### config.mk
export PLATFORM = sky130hd
export DESIGN_NAME = dds_fm_sequencer
export DESIGN_NICKNAME = d
export VERILOG_FILES = /design/src/rtl/dds_fm_sequencer.sv
export SDC_FILE = /design/constraint.sdc
export NUM_CORES = 1
export LEC_CHECK = 0
export ABC_AREA = 1
export CORE_ASPECT_RATIO = 0.9
export CORE_MARGIN = 2
export CORE_UTILIZATION = 58
export CTS_CLUSTER_SIZE = 20
export DETAILED_ROUTE_END_ITERATION = 10
export PLACE_DENSITY = 0.81
export SYNTH_ARGS = -nofsm -noshare
export SYNTH_HDL_FRONTEND = slang
export SYNTH_SLANG_ARGS = --single-unit
### constraint.sdc
create_clock -name clk -period 12.35 [get_ports clk]
set_input_delay 2.47 -clock clk [delete_from_list [all_inputs] [get_ports clk]]
set_output_delay 2.47 -clock clk [all_outputs]
set_load 0.02 [all_outputs]
### src/rtl/dds_fm_sequencer.sv
// Square-wave FM scheduler for the triangle DDS: alternates center-/+dev, blanks settle time,
// flags lock-in sample windows and soft-ramps amplitude on start/stop.
// Ports: clk, rst (sync, active-high), start/stop pulses, cfg_valid/cfg_ready config handshake,
//   center_freq, freq_dev, dwell_cycles, settle_cycles, amp_target, dc_offset config inputs;
//   dds_freq_word, dds_amp, dds_dc_offset to DDS; mod_phase, sample_valid, period_done, busy status.
// Optional: define DDS_FM_SEQ_PERIOD_CNT_EN to add period_count[31:0] (periods since start).
module dds_fm_sequencer #(
    parameter int FREQ_W   = 32,
    parameter int AMP_W    = 16,
    parameter int CNT_W    = 16,
    parameter int AMP_STEP = 16
) (
    input  logic              clk,
    input  logic              rst,
    input  logic              start,
    input  logic              stop,
    input  logic              cfg_valid,
    output logic              cfg_ready,
    input  logic [FREQ_W-1:0] center_freq,
    input  logic [FREQ_W-1:0] freq_dev,
    input  logic [CNT_W-1:0]  dwell_cycles,
    input  logic [CNT_W-1:0]  settle_cycles,
    input  logic [AMP_W-1:0]  amp_target,
    input  logic [AMP_W-1:0]  dc_offset,
    output logic [FREQ_W-1:0] dds_freq_word,
    output logic [AMP_W-1:0]  dds_amp,
    output logic [AMP_W-1:0]  dds_dc_offset,
    output logic              mod_phase,
    output logic              sample_valid,
    output logic              period_done,
    output logic              busy
`ifdef DDS_FM_SEQ_PERIOD_CNT_EN
    ,
    output logic [31:0]       period_count
`endif
);

    typedef enum logic [2:0] {
        IDLE,
        RAMP_UP,
        LOW_SETTLE,
        LOW_DWELL,
        HIGH_SETTLE,
        HIGH_DWELL,
        RAMP_DOWN
    } state_t;

    localparam logic [AMP_W-1:0] STEP = AMP_W'(AMP_STEP);
    localparam logic [CNT_W-1:0] ONE  = CNT_W'(1);

    state_t state, state_n;
    logic [CNT_W-1:0] cnt, cnt_n;
    logic [AMP_W-1:0] amp_tgt, tgt_n;
    logic             stop_pend, stop_pend_n;

    // shadow (written by handshake) and active (used by the sequencer) config
    logic [FREQ_W-1:0] s_center, s_dev, a_center, a_dev;
    logic [CNT_W-1:0]  s_dwell, s_settle, a_dwell, a_settle;
    logic [AMP_W-1:0]  s_amp, s_dc, a_amp;

    // config as seen after a possible commit on this edge
    logic [FREQ_W-1:0] n_center, n_dev;
    logic [CNT_W-1:0]  n_dwell, n_settle, dwell_ld;
    logic [AMP_W-1:0]  n_amp;

    logic [FREQ_W:0]   hi_sum;
    logic [FREQ_W-1:0] hi_word, lo_word, freq_n;
    logic [AMP_W:0]    amp_sum;
    logic [AMP_W-1:0]  amp_up, amp_dn, amp_n;
    logic              stop_any, in_seq, enter_low, commit, start_ok;

    always_comb begin
        amp_sum = {1'b0, dds_amp} + {1'b0, STEP};
        amp_up  = (amp_sum >= {1'b0, amp_tgt}) ? amp_tgt
                                                : amp_sum[AMP_W-1:0];
        amp_dn  = (dds_amp > STEP) ? dds_amp - STEP : '0;

        stop_any = stop_pend | stop;
        in_seq   = (state == LOW_SETTLE) || (state == LOW_DWELL) ||
                   (state == HIGH_SETTLE) || (state == HIGH_DWELL);

        // period boundary: the only place a running sequence takes new config
        enter_low = ((state == RAMP_UP) && !stop && (amp_up == amp_tgt)) ||
                    ((state == HIGH_DWELL) && (cnt == '0) && !stop_any);
        commit    = !cfg_ready && ((state == IDLE) || enter_low);

        n_center = commit ? s_center : a_center;
        n_dev    = commit ? s_dev    : a_dev;
        n_dwell  = commit ? s_dwell  : a_dwell;
        n_settle = commit ? s_settle : a_settle;
        n_amp    = commit ? s_amp    : a_amp;

        dwell_ld = (n_dwell == '0) ? '0 : n_dwell - ONE;
        hi_sum   = {1'b0, n_center} + {1'b0, n_dev};
        hi_word  = hi_sum[FREQ_W] ? '1 : hi_sum[FREQ_W-1:0];
        lo_word  = (n_center >= n_dev) ? n_center - n_dev : '0;
    end

    always_comb begin
        state_n  = state;
        cnt_n    = cnt;
        freq_n   = dds_freq_word;
        amp_n    = dds_amp;
        tgt_n    = amp_tgt;
        start_ok = 1'b0;

        unique case (state)
            IDLE: begin
                if (start && !stop) begin
                    state_n  = RAMP_UP;
                    freq_n   = n_center;
                    amp_n    = '0;
                    tgt_n    = n_amp;
                    start_ok = 1'b1;
                end
            end
            RAMP_UP: begin
                if (stop) begin
                    state_n = RAMP_DOWN;
                end else begin
                    amp_n = amp_up;
                end
            end
            LOW_SETTLE: begin
                if (cnt == '0) begin
                    state_n = LOW_DWELL;
                    cnt_n   = dwell_ld;
                end else begin
                    cnt_n = cnt - ONE;
                end
            end
            LOW_DWELL: begin
                if (cnt == '0) begin
                    freq_n = hi_word;
                    if (n_settle != '0) begin
                        state_n = HIGH_SETTLE;
                        cnt_n   = n_settle - ONE;
                    end else begin
                        state_n = HIGH_DWELL;
                        cnt_n   = dwell_ld;
                    end
                end else begin
                    cnt_n = cnt - ONE;
                end
            end
            HIGH_SETTLE: begin
                if (cnt == '0) begin
                    state_n = HIGH_DWELL;
                    cnt_n   = dwell_ld;
                end else begin
                    cnt_n = cnt - ONE;
                end
            end
            HIGH_DWELL: begin
                if (cnt == '0) begin
                    if (stop_any) begin
                        state_n = RAMP_DOWN;
                        freq_n  = a_center;
                    end
                end else begin
                    cnt_n = cnt - ONE;
                end
            end
            RAMP_DOWN: begin
                amp_n = amp_dn;
                if (amp_dn == '0) begin
                    state_n = IDLE;
                end
            end
            default: begin
                state_n = IDLE;
            end
        endcase

        // shared low-side entry from RAMP_UP and the end of HIGH_DWELL
        if (enter_low) begin
            freq_n = lo_word;
            if (n_settle != '0) begin
                state_n = LOW_SETTLE;
                cnt_n   = n_settle - ONE;
            end else begin
                state_n = LOW_DWELL;
                cnt_n   = dwell_ld;
            end
        end

        stop_pend_n = (stop_pend | (stop && in_seq)) &&
                      (state_n != RAMP_DOWN) && (state_n != IDLE);
    end

    always_ff @(posedge clk) begin
        if (rst) begin
            state         <= IDLE;
            cnt           <= '0;
            amp_tgt       <= '0;
            stop_pend     <= 1'b0;
            dds_freq_word <= '0;
            dds_amp       <= '0;
            dds_dc_offset <= '0;
            mod_phase     <= 1'b0;
            sample_valid  <= 1'b0;
            period_done   <= 1'b0;
            busy          <= 1'b0;
            cfg_ready     <= 1'b1;
            s_center      <= '0;
            s_dev         <= '0;
            s_dwell       <= '0;
            s_settle      <= '0;
            s_amp         <= '0;
            s_dc          <= '0;
            a_center      <= '0;
            a_dev         <= '0;
            a_dwell       <= '0;
            a_settle      <= '0;
            a_amp         <= '0;
        end else begin
            state         <= state_n;
            cnt           <= cnt_n;
            amp_tgt       <= tgt_n;
            stop_pend     <= stop_pend_n;
            dds_freq_word <= freq_n;
            dds_amp       <= amp_n;
            mod_phase     <= (state_n == HIGH_SETTLE) ||
                             (state_n == HIGH_DWELL);
            sample_valid  <= (state_n == LOW_DWELL) ||
                             (state_n == HIGH_DWELL);
            period_done   <= (state_n == HIGH_DWELL) && (cnt_n == '0);
            busy          <= (state_n != IDLE);
            if (cfg_valid && cfg_ready) begin
                s_center  <= center_freq;
                s_dev     <= freq_dev;
                s_dwell   <= dwell_cycles;
                s_settle  <= settle_cycles;
                s_amp     <= amp_target;
                s_dc      <= dc_offset;
                cfg_ready <= 1'b0;
            end else if (commit) begin
                a_center      <= s_center;
                a_dev         <= s_dev;
                a_dwell       <= s_dwell;
                a_settle      <= s_settle;
                a_amp         <= s_amp;
                dds_dc_offset <= s_dc;
                cfg_ready     <= 1'b1;
            end
        end
    end

`ifdef DDS_FM_SEQ_PERIOD_CNT_EN
    always_ff @(posedge clk) begin
        if (rst) begin
            period_count <= '0;
        end else if (start_ok) begin
            period_count <= '0;
        end else if (period_done) begin
            period_count <= period_count + 32'd1;
        end
    end
`endif

endmodule

==> impl_metrics.ini, run 1 <==
[synth]
seq_area_frac_synth_pct = 33.6
ys_types = 57
synth-seq-cells = 345
yosysTopAreaCell = dfxtp_1
syn_inst = 3080
synthArstFlopShare_pct = 0
ys_top_cells_by_area = dfxtp_1, nor2_1, nand2_1, o21ai_0, inv_1
synthFlopType = dfxtp_1
avgSynthCellArea_um2 = 6.67
syn_nets = 3302
synthesis.area_um2 = 20500
ys_warn_count = 0
synth_enable_flop_cells = 0
synth_top_area_share_pct = 33.6

[detailed_routing]
dr.pass1.iters = 6
drc = 0
routedWlPerCell_um = 16.6
drtIter0Drc = 1872
antenna_left = 0
num_vias = 20700
avgViaCountPerCell = 5.64
routed_wl_mm = 61.0

[clock_tree]
cts_resized = 0
clockRootBuffer = clkbuf_16
cts_tree = done
postCtsSetupBuffers = 0
cts_num_sinks = 345
ctsLongestPathBuffers = 3
htree_levels = 2
numCtsBuffers = 37
cts_hold_buf = 0
clock_latency_ps = 540
clk_pin_slew_ps = 60

[floorplan]
rows = 65
die_w_um = 202
die-area_um2 = 36900
initial_core_util_pct = 58.7
die_y_um = 183
core_area_um2 = 35000
top_level_ports = 202

[critical_path]
r2r-end = dds_freq_word[9]
end_kind = flop
required_ps = 12740
crit_path_start_kind = flop
crit_top_cell = nand2_1
timing.rr.start = dds_amp[4]
arrival_ps = 10460
critPathKind = reg2reg
crit_path_start = dds_amp[4]
path_max_fanout = 108
cp_slowest_cell = nand2_8
reg2reg_depth = 55
cpPeakStageDelay_ps = 570
r2r_slack_ps = 2280

[placed_design]
io_buffers = 201
gp_congestion = 0.955
dp_hpwl_mm = 42.9

[sta]
fin_hold_ws_ps = 452
setup_viol = 0
slew_violations = 0
setup-tns-final_ps = 0
rsz0062_at_grt = false
finalHoldViolations = 0
max_freq_ghz = 0.0993
fin_crit_sh_pct = 81.6
fin_skew_ps = 20.2
relSlewSlack_pct = 21.9
worstMarginPinSlew_ps = 1170
fin_crit_ps = 10070

[status]
status = finished clean

[finish]
seqCellArea_um2 = 6910
drive_gt1_share_pct = 6.41
area.growth.synth_to_final_pct = 16.2
fillers = 3103
final_common_cell = nor2_1
final_cell_mix = nor2_1, nand2_1, inv_1, dfxtp_1, o21ai_0
nets = 3393
final_util_pct = 68.3
multiInputGateArea_um2 = 11500

[power_and_ir_drop]
clock_power_share_pct = 16.6
p_sw_share_pct = 50.4
p_leak_nw = 11.1
p_int_mw = 3.51
vdd_drop_max_uv = 160
seq_power_share_pct = 21.7
p_comb_share_pct = 61.7
pwr_density_cell_nw_per_um2 = 297
power_switching_mw = 3.58

[worst_hold_path]
hp-class = reg2reg
hold_path_end = s_dev[1]
worstHoldStart = s_dev[1]
holdPathStages = 2

[grt]
grt_max_degree = 120
grt_pass1_vias = 19800
grt_pass1_wl_mm = 98.2
grtUsageTotal_pct = 32.2
grt.overflow.total = 0
antenna_found_initial = 1

[run]
cap_violations = 0
## power groups by stage
stage	registers, mW	clock network [mW]	logic, mW
5_1_grt	1.56	1.24	4.86
3_3_place_gp	1.54	0	4.21
3_5_place_dp	1.55	0	4.27
2_1_floorplan	1.58	0	3.18
4_1_cts	1.53	1.19	4.30
6_report	1.54	1.18	4.38
## layout make-up
class | instances | area share (%)
multi-input combinational | 2185 | 48.2
sequential | 345 | 28.9
timing repair buffer | 218 | 8.95
inverter | 384 | 6.05
clock buffer | 50 | 4.47
tap | 469 | 2.46
clock inverter | 15 | 0.902
antenna | 1 | 0.0105
## cell usage after synthesis (17+ instances only)
library cell / number
inv_1: 363
o21ai_0: 335
o211ai_1: 42
a21oi_1: 224
nand2_2: 18
clkbuf_1: 132
nand2_1: 468
xor2_1: 73
nand3_1: 163
nand4_1: 45
a31oi_1: 47
or2_2: 36
dfxtp_1: 345
nor2_1: 490
nor3_1: 17
ha_1: 87
## logic make-up (layout without fill, tap and decap cells)
logic type      count (synthesis)  in the layout  share of synthesized area, %
xor+xnor                       77             77                          3.28
other cells                     0              1                             0
fa+ha+maj                      89             89                          5.49
simple gates                 1294           1294                          27.5
buf+inv                       550            667                          10.6
mux                            16             16                         0.780
flops                         345            345                          33.6
compound gates                709            709                          18.7
## layer usage
metal	share of wire (%)	wire length [um]	track usage, %
met5	0	0	0
met4	4.0	2470	13.9
met3	7.5	4550	4.66
met2	46	28100	53.8
met1	42	25900	41.5
## per-stage QoR
step	instance area (um2)	setup slack, ps	power [mW]	cells
final	23900	2280	7.09	3667
after global routing	23900	1240	7.66	3667
after CTS	23900	2480	7.02	3666
after detailed placement	22600	2500	5.82	3601
after global placement	22600	2650	5.76	3601
after floorplan	20500	4760	4.77	3080
## registers in the layout, indices dropped and copies added, names as in the netlist
signal         flops
state              3
a_settle          16
s_dc              16
dds_dc_offset     16
a_amp             16
s_dwell           16
a_dwell           16
mod_phase          1
busy               1
cfg_ready          1
a_dev             32
amp_tgt           16
a_center          32
stop_pend          1
s_center          32
dds_freq_word     32
period_done        1
s_amp             16
s_dev             32
cnt               16
s_settle          16
dds_amp           16
sample_valid       1
## critical path: cells and delay by family (launching register included)
kind	cells	cell delay [ps]
AND/OR/NAND/NOR	30	4500
flip-flops	1	520
adder cells (fa/ha/maj)	3	880
AO/OA/AOI/OAI	10	1790
buffers and inverters	12	2100
## worst max path at each step
stage                   endpoint  cells past startpoint
6_report        dds_freq_word[9]                     55
5_1_grt         dds_freq_word[9]                     53
4_1_cts        dds_freq_word[11]                     55
3_5_place_dp   dds_freq_word[11]                     35
3_3_place_gp    dds_freq_word[9]                     35
2_1_floorplan  dds_freq_word[27]                     38
Power figures use the tool's default switching activity.
==> run 2, diff against run 1 <==
==> constraint.sdc (replaced) <==
create_clock -name clk -period 9.5 [get_ports clk]
set_input_delay 1.9 -clock clk [delete_from_list [all_inputs] [get_ports clk]]
set_output_delay 1.9 -clock clk [all_outputs]
set_load 0.02 [all_outputs]
==> impl_metrics.ini, run 2 (same netlist as run 1, synthesis figures left out) <==
[grt]
use_met1_pct = 42.0
grt_pass1_wl_mm = 99.8
grtUsageTotal_pct = 32.9
grt_util_met2_pct = 55.9
gr-max-usage-layer = met2
grt_max_degree = 126
antenna_found_initial = 2
met3_usage_pct = 5.23
grt_pass1_vias = 19800
grt.overflow.total = 0

[sta]
final.setup.worst_slack_ps = 759
finalHoldViolations = 0
setup-tns-final_ps = 0
max_freq_ghz = 0.114
fin_crit_ps = 8740
setup_viol = 0
fin_crit_sh_pct = 92.0
fin_skew_ps = 24.9
worstMarginPinSlew_ps = 1200
slew_violations = 0
rsz0062_at_grt = false
relSlewSlack_pct = 19.4

[worst_hold_path]
holdPathStages = 2
hp-class = reg2reg

[placed_design]
gp_congestion = 0.956
placed_area_um2 = 22600
dp_hpwl_mm = 43.2
place_ws_ps = 649
dp_cells = 3607
io_buffers = 201

[critical_path]
cpPeakStageDelay_ps = 520
crit_top_cell = nand2_1
crit_path_start_kind = flop
cp_slowest_cell = dfxtp_1
end_kind = flop
required_ps = 9910
critPathKind = reg2reg
arrival_ps = 9150
reg2reg_depth = 52
path_max_fanout = 32

[detailed_routing]
num_vias = 20700
routed_wl_mm = 62.1
antenna_left = 0
dr.pass1.iters = 8
drc = 0
avgViaCountPerCell = 5.63
drtIter0Drc = 1813
routedWlPerCell_um = 16.9

[finish]
drive_gt1_share_pct = 6.74
final_util_pct = 68.5
nets = 3403
area.growth.synth_to_final_pct = 16.6
multiInputGateArea_um2 = 11500
final_common_cell = nor2_1
final_cell_mix = nor2_1, nand2_1, inv_1, dfxtp_1, o21ai_0
finish.instance_area_um2 = 24000
instances_no_fill = 3678
fillers = 3034
seqCellArea_um2 = 6910

[clock_tree]
cts_num_sinks = 345
clock_latency_ps = 550
htree_levels = 2
cts_hold_buf = 0
clockRootBuffer = clkbuf_16
ctsLongestPathBuffers = 3
numCtsBuffers = 38
clk_pin_slew_ps = 60
cts_tree = done

[power_and_ir_drop]
vdd_drop_max_uv = 248
pwr_density_cell_nw_per_um2 = 388
p_leak_nw = 11.1

[floorplan]
top_level_ports = 202
core_area_um2 = 35000
rows = 65
die_w_um = 202
die-area_um2 = 36900
die_y_um = 183
initial_core_util_pct = 58.7

[status]
status = finished clean

[run]
cap_violations = 0
[run 2: worst max-delay path, delay by kind of cell, from the launching register on]
family,cells,cell delay [ps]
compound gates,15,2940
fa+ha+maj,3,850
buf+inv,9,800
simple gates,25,3460
flops,1,520
[run 2: stage by stage]
stage          total power [mW]  hold slack [ps]
2_1_floorplan              6.20              425
4_1_cts                    9.16              451
5_1_grt                    10.0              462
6_report                   9.28              449
3_3_place_gp               7.54              442
3_5_place_dp               7.63              443
[run 2: layout make-up]
cell class	count	area share, %
Inverter	384	6.04
Multi-Input combinational cell	2185	48.1
Clock inverter	15	0.658
Antenna cell	2	0.0209
Tap cell	469	2.45
Sequential cell	345	28.8
Timing Repair Buffer	227	9.38
Clock buffer	51	4.52
[run 2: path summary, 6_finish.rpt]
check        startpoint  slack, ps                end
max          dds_amp[4]        760  dds_freq_word[29]
min reg2reg   s_dev[11]        450          s_dev[11]
min           s_dev[11]        450          s_dev[11]
max reg2reg  dds_amp[4]        760  dds_freq_word[29]
[run 2: what timing repair did]
| action | in CTS | in global routing |
|---|---|---|
| resized for setup | 0 | 9 |
| setup buffers | 0 | 2 |
| setup endpoints to repair | 0 | 27 |
[run 2: power breakdown]
| group | leakage [nW] | internal [mW] | switching [mW] |
|---|---|---|---|
| clock network | 0.620 | 0.883 | 0.611 |
| logic | 7.67 | 1.90 | 3.89 |
| registers | 2.84 | 1.78 | 0.220 |
| total | 11.1 | 4.56 | 4.72 |
[run 2: routing by layer]
layer  wire [um]  share of wire [%]  vias to the layer above
met5           0                  0                        -
met4        2200                3.5                        0
met3        4480                7.2                      175
met2       29100                 47                      808
met1       26400                 42                     9518
li1            -                  -                    10200
